File: config.mk
export PLATFORM = sky130hd
export DESIGN_NAME = addsub_acc
export DESIGN_NICKNAME = d
export VERILOG_FILES = /design/src/rtl/addsub_acc_pkg.sv /design/src/rtl/addsub_acc_core.sv /design/src/rtl/addsub_acc.sv
export SDC_FILE = /design/constraint.sdc
export NUM_CORES = 1
export LEC_CHECK = 0
export ABC_AREA = 0
export CAP_MARGIN = 20
export CORE_MARGIN = 3
export CORE_UTILIZATION = 50
export DETAILED_ROUTE_END_ITERATION = 10
export PLACE_DENSITY_LB_ADDON = 0.1
export REMOVE_ABC_BUFFERS = 1
export SLEW_MARGIN = 5
export SYNTH_ARGS = -nofsm -noshare
export SYNTH_HDL_FRONTEND = slang
export SYNTH_SLANG_ARGS = --single-unit
File: constraint.sdc
create_clock -name clk -period 6.6 [get_ports clk]
set_input_delay 0.66 -clock clk [delete_from_list [all_inputs] [get_ports clk]]
set_output_delay 0.66 -clock clk [all_outputs]
set_load 0.005 [all_outputs]
File: src/rtl/addsub_acc_pkg.sv
// addsub_acc_pkg: command and FSM state encodings shared by the accumulator stage.
package addsub_acc_pkg;
    typedef enum logic [1:0] {
        OP_ADD  = 2'b00,
        OP_SUB  = 2'b01,
        OP_LOAD = 2'b10,
        OP_CLR  = 2'b11
    } op_e;
    typedef enum logic [1:0] {
        IDLE = 2'b00,
        EXEC = 2'b01,
        HOLD = 2'b10
    } state_e;
endpackage

File: src/rtl/addsub_acc_core.sv
// addsub_core: WIDTH-bit ripple add/subtract; k=1 inverts b and injects a carry-in.
module addsub_core #(
    parameter int WIDTH = 4
) (
    input  logic [WIDTH-1:0] a,
    input  logic [WIDTH-1:0] b,
    input  logic             k,
    output logic [WIDTH-1:0] sum,
    output logic             cout,
    output logic             ovf
);
    logic [WIDTH:0] c;
    assign c[0] = k;
    for (genvar i = 0; i < WIDTH; i++) begin : g_fa
        logic bx;
        assign bx       = b[i] ^ k;
        assign sum[i]   = a[i] ^ bx ^ c[i];
        assign c[i + 1] = (a[i] & bx) | (c[i] & (a[i] ^ bx));
    end
    assign cout = c[WIDTH];
    assign ovf  = c[WIDTH] ^ c[WIDTH - 1];
endmodule

File: src/rtl/addsub_acc.sv
// addsub_acc: handshaked accumulator applying ADD/SUB/LOAD/CLR, with carry, overflow and zero flags.
module addsub_acc
    import addsub_acc_pkg::*;
#(
    parameter int WIDTH = 4,
    parameter bit SAT   = 1'b0
) (
    input  logic             clk,
    input  logic             rst,
    input  logic             in_valid,
    output logic             in_ready,
    input  logic [1:0]       op,
    input  logic [WIDTH-1:0] operand,
    output logic             out_valid,
    input  logic             out_ready,
    output logic [WIDTH-1:0] acc,
    output logic             cout,
    output logic             ovf,
    output logic             zero
);
    state_e           state_q;
    op_e              op_q;
    logic [WIDTH-1:0] operand_q, acc_q, acc_d, sum, res;
    logic             cout_q, ovf_q, zero_q, cout_d, ovf_d, core_cout, core_ovf, arith;

    addsub_core #(.WIDTH(WIDTH)) u_core (
        .a   (acc_q),
        .b   (operand_q),
        .k   (op_q == OP_SUB),
        .sum (sum),
        .cout(core_cout),
        .ovf (core_ovf)
    );

    // On overflow the true result has the sign of the old accumulator, so clamp toward it.
    always_comb begin
        arith  = ~op_q[1];
        res    = (SAT && core_ovf) ? {acc_q[WIDTH-1], {(WIDTH-1){~acc_q[WIDTH-1]}}} : sum;
        acc_d  = (op_q == OP_LOAD) ? operand_q : (op_q == OP_CLR) ? '0 : res;
        cout_d = arith & core_cout;
        ovf_d  = arith & core_ovf;
    end

    always_ff @(posedge clk) begin
        if (rst) begin
            state_q   <= IDLE;
            op_q      <= OP_ADD;
            operand_q <= '0;
            acc_q     <= '0;
            cout_q    <= 1'b0;
            ovf_q     <= 1'b0;
            zero_q    <= 1'b0;
        end else begin
            case (state_q)
                IDLE: if (in_valid) begin
                    op_q      <= op_e'(op);
                    operand_q <= operand;
                    state_q   <= EXEC;
                end
                EXEC: begin
                    acc_q   <= acc_d;
                    cout_q  <= cout_d;
                    ovf_q   <= ovf_d;
                    zero_q  <= (acc_d == '0);
                    state_q <= HOLD;
                end
                HOLD: if (out_ready) state_q <= IDLE;
                default: state_q <= IDLE;
            endcase
        end
    end

    assign in_ready  = (state_q == IDLE);
    assign out_valid = (state_q == HOLD);
    assign acc       = acc_q;
    assign cout      = cout_q;
    assign ovf       = ovf_q;
    assign zero      = zero_q;
endmodule
======== Word level (Yosys, flattened, before mapping) ========
Index checks and enable logic that the tools add are counted.
cells by class
  multiplexer cells ....................... 5
  bitwise operators ....................... 28
  reductions and logical operators ........ 4
  equality and inequality tests ........... 7
operators with widths
  kind                  number
  $xor A1 B1 Y1         13
  $and A1 B1 Y1         10
  $mux W4               2
  $eq A2 B2 Y1 const B  3
  $pmux W2 S3           1
  $eq A2 B1 Y1 const B  2
  $logic_not A4 Y1      1
  $mux W2               2
  $or A1 B1 Y1          4
  $reduce_and A2 Y1     2
  $logic_not A2 Y1      1
  $ne A2 B1 Y1 const B  1
  $ne A2 B2 Y1 const B  1
  $not A1 Y1            1
word-level totals
  output and inout bits ................... 9
  bits of input ports ..................... 10
  register bits ........................... 15

======== Longest topological paths before layout ========
  word-level depth ........................ 13
  depth in mapped cells ................... 9
  depth with buffers taken out ............ 9

======== Modules after synthesis ========
From an unflattened synthesis, not the netlist that was laid out.
unflattened totals
  cell total of the unflattened synthesis .. 83
  area total of the unflattened synthesis .. 792.0 sq um
by module, submodules not included
  module       cells each  sequential area each (sq um)  times used  area each (sq um)
  addsub_acc   70          300.3                         1           661.9
  addsub_core  13          0.0                           1           130.1

======== Least setup slack after synthesis ========
OpenSTA, ideal clock, no wires.
  kind .................................... register to register
  start point ............................. register op_q[1]
  end point ............................... register zero_q (netlist: zero)
  period minus slack after synthesis ...... 2.562 ns
  required time ........................... 6.484 ns
  library setup time ...................... 0.116 ns
  buffers on the path ..................... 0
  data arrival time ....................... 2.446 ns
  cell stages (with the launch flop) ...... 10
  setup slack ............................. 4.038 ns
  cell sequence ........................... dfxtp_1 > inv_2 > nand2_1 > xnor2_1 > fa_1 > fa_1 > fa_1 > nand2b_2 > o2111a_1 > a41o_1
on the way
  word-level cells in the longest chain between the ends .. 13
  elaborated cells on any way between the ends .. 27
  those cells by class .................... 3 x eq/ne; 2 x mux; 21 x bitwise; 1 x reduce/logical
RTL lines
  what                    line                                          text
  from (decl)             addsub_acc.sv:22                              op_e op_q;
  from (signal assigned)  addsub_acc.sv:56                              op_q <= op_e'(op);
  $eq A2 B1 Y1            addsub_acc.sv:29                              .k (op_q == OP_SUB),
  $xor A1 B1 Y1           addsub_acc_core.sv:16                         assign bx = b[i] ^ k;
  $xor A1 B1 Y1           addsub_acc_core.sv:17, addsub_acc_core.sv:18
  $and A1 B1 Y1           addsub_acc_core.sv:18                         assign c[i + 1] = (a[i] & bx) | (c[i] & (a[i] ^ bx));
  $or A1 B1 Y1            addsub_acc_core.sv:18
  $and A1 B1 Y1           addsub_acc_core.sv:18
  $or A1 B1 Y1            addsub_acc_core.sv:18
  $and A1 B1 Y1           addsub_acc_core.sv:18
  $or A1 B1 Y1            addsub_acc_core.sv:18
  $xor A1 B1 Y1           addsub_acc_core.sv:17                         assign sum[i] = a[i] ^ bx ^ c[i];
  $mux W4                 addsub_acc.sv:39                              acc_d = (op_q == OP_LOAD) ? operand_q : (op_q == OP_CLR) ? '0 : res;
  $mux W4 (*)             addsub_acc.sv:39
  $logic_not A4 Y1 (*)    addsub_acc.sv:64                              zero_q <= (acc_d == '0);
  to (signal assigned)    addsub_acc.sv:64
  to (decl)               addsub_acc.sv:24                              logic cout_q, ovf_q, zero_q, cout_d, ovf_d, core_cout, core_ovf, arith;
Mark *: on every way between the ends. The rest lies on a longest branch, timed or not.
A chain may end at the register's enable or synchronous reset.

======== Final worst setup path ========
Same ends and word-level chain as after synthesis.

==> key figures <==
Run status
  – Result of the run: completed

Yosys
  – Count leader, synth: dfxtp_1
  – Mean Syn Cell Area: 9.91 sq um
  – Cell area after synthesis: 753 sq um
  – Post-synth top area cell: dfxtp_1
  – EDFF count, synth: 0
  – Top cells by count, synth: 15 x dfxtp_1, 11 x nor2_1, 6 x mux2i_1
  – Top FF cell, synth: dfxtp_1
  – FF+latch count, synth: 15
  – Ys async rst share: 0%
  – Synth warnings: 0
  – Synth top area share: 39.9%
  – Synth top area cells: dfxtp_1 40%, fa_1 8.0%, mux2i_1 8.0%, nor2_1 5.5%, xnor2_1 3.5%
  – Register area share after synthesis: 39.9%
  – Post-Synthesis Cells: 76
  – Distinct cells, synth: 32

Placed design
  – Port bufs: 18
  – HPWL Detailed: 1150 um
  – Post-place instance area: 941 sq um
  – Gpl congestion: 0.803

Worst setup path
  – CP Class: flip-flop to flip-flop
  – Worst Setup EP: zero
  – Crit Reg-Reg Endpoint: zero
  – Worst Path Required: 6780 ps
  – Reg2reg setup slack: 3820 ps
  – Worst Setup SP: op_q[1]
  – Reg2Reg Depth: 9
  – CP Data Arrival Time: 2960 ps
  – Reg-to-Reg Start: op_q[1]
  – Startpoint types: flip-flop
  – Critical path peak fanout: 7
  – Critical Path Sink Type: flip-flop

Final layout
  – Antenna cells: 0
  – Net count, final: 110
  – Share of layout cells above drive strength 1: 10.4%
  – Layout area overhead: 28.4%
  – Fin area: 967 sq um

Detailed routing
  – # DRC: 0
  – Drt total wl: 1550 um
  – Vias per inst: 5.49
  – Detailed Routing Iterations Pass 1: 4
  – Routed length per instance: 14.0 um
  – Initial DRC Count: 15
  – Vias: 609
  – Final ANT Viol Nets: 0

Power
  – PwrDens: 212 nW/um^2
  – Leakage power: 0.389 nW
  – Worst VDD drop: 0.113 mV

Die
  – Total die area: 2010 sq um
  – IO Pins: 19
  – Core ar.: 1350 sq um
  – Die Wd: 44.8 um
  – Initial Util: 55.8%
  – Die Span Y: 44.8 um
  – # rows: 13

GRT
  – First-pass GRT wire length: 2790 um
  – Grt ovf: 0
  – Vias in the first global route: 641
  – GRT Resource Usage Total: 18.8%
  – Largest net degree at the start of global routing: 14
  – Initial antenna violation count: 0

STA
  – Post-route setup TNS: 0 ps
  – Final hold vios: 0
  – Worst-Margin Slew: 523 ps
  – Slew margin rel.: 65.0%
  – Final worst path period need: 2780 ps
  – Pins Over Slew Limit: 0
  – Final setup violating endpoints: 0
  – Max Clock Skew: 4.82 ps
  – RSZ-0062 raised after global routing: false
  – Fmax: 360 MHz
  – Final period util: 42.1%

CTS
  – CTS root buffer: clkbuf_4
  – CTS Hold Bufs: 0
  – Post-CTS resize count: 0
  – Worst-skew pair later-pin latency: 280 ps
  – TritonCTS buffer count: 3
  – # clock sinks: 15
  – CTS Buffer Depth: 2
  – Clock-pin slew on the worst setup and hold paths: 90 ps
  – CTS tree: done
  – Postcts setup bufs: 0
  – H-tree depth: 1

Job
  – Max Cap Viol: 0

Worst hold path
  – Hold crit path type: flip-flop to flip-flop
==> power breakdown <==
group	internal (mW)	switching, mW
clock	0.0234	0.0286
combinational	0.0278	0.0218
sequential	0.0964	0.00677
==> layout by cell type (no fill, tap or decap), types with 2 or more instances in the layout <==
master,count
nor2_1,11
nand2_1,4
a21oi_1,3
nand3b_1,2
xnor2_1,3
fa_1,3
dfxtp_1,15
clkdlybuf4s50_1,18
xor2_1,2
mux2i_1,6
nand2b_1,2
inv_1,2
nand3_1,2
clkbuf_4,3
==> per-stage QoR <==
step                      hold WS [ps]  worst slack (ps)  util, %  std cells  power [mW]
after floorplan                    442              4040        -         73       0.134
after global placement             439              3960     69.7        107       0.153
after detailed placement           452              3860     69.7        107       0.155
after CTS                          465              3830     71.6        111       0.207
after global routing               510              3660     71.6        111       0.218
final                              463              3820     71.6        111       0.205
==> routing by layer <==
| layer | track usage, % | share of wire (%) |
|---|---|---|
| met5 | 0 | 0 |
| met2 | 31.2 | 48 |
| met1 | 24.1 | 45 |
| met4 | 7.02 | 1.5 |
| met3 | 3.59 | 5.4 |
==> worst max-delay path: stages (launching register included) <==
cell and delay (ps):
dfxtp_1 450, inv_2 110, nand2_1 180, o21ai_0 130, fa_1 420, fa_1 440, fa_1 520, nand2b_2 70
o2111a_1 130, a41o_1 220
==> final cells by class <==
| class | count | area, sq um |
|---|---|---|
| multi-input cells | 55 | 423 |
| fillers | 104 | 383 |
| flip-flops and latches | 15 | 300 |
| repair buffers | 19 | 188 |
| clock buffers | 4 | 26.3 |
| well taps | 15 | 18.8 |
| inverters | 3 | 11.3 |
==> worst min path at each step <==
stage / depth (start not counted) / end / start / slack, ps
2_1_floorplan: 2 / cout / cout / 440
3_3_place_gp: 2 / ovf / ovf / 440
3_5_place_dp: 2 / ovf / ovf / 450
4_1_cts: 2 / ovf / ovf / 470
5_1_grt: 2 / cout / cout / 510
6_report: 2 / ovf / ovf / 460
==> flip-flops by register name, summed over array words and instances (netlist names) <==
name and count:
state_q 2, zero 1, cout 1, operand_q 4, ovf 1, op_q 2
acc 4
==> cells by family (layout without fill, tap and decap cells) <==
logic type	Yosys count	count (layout)	synth area share, %
buffers and inverters	6	26	3.99
AO/OA/AOI/OAI	12	12	13.8
adder cells (fa/ha/maj)	3	3	7.97
flip-flops	15	15	39.9
multiplexers	6	6	7.97
AND/OR/NAND/NOR	29	29	20.6
XOR/XNOR	5	5	5.82
Power figures use the tool's default switching activity.
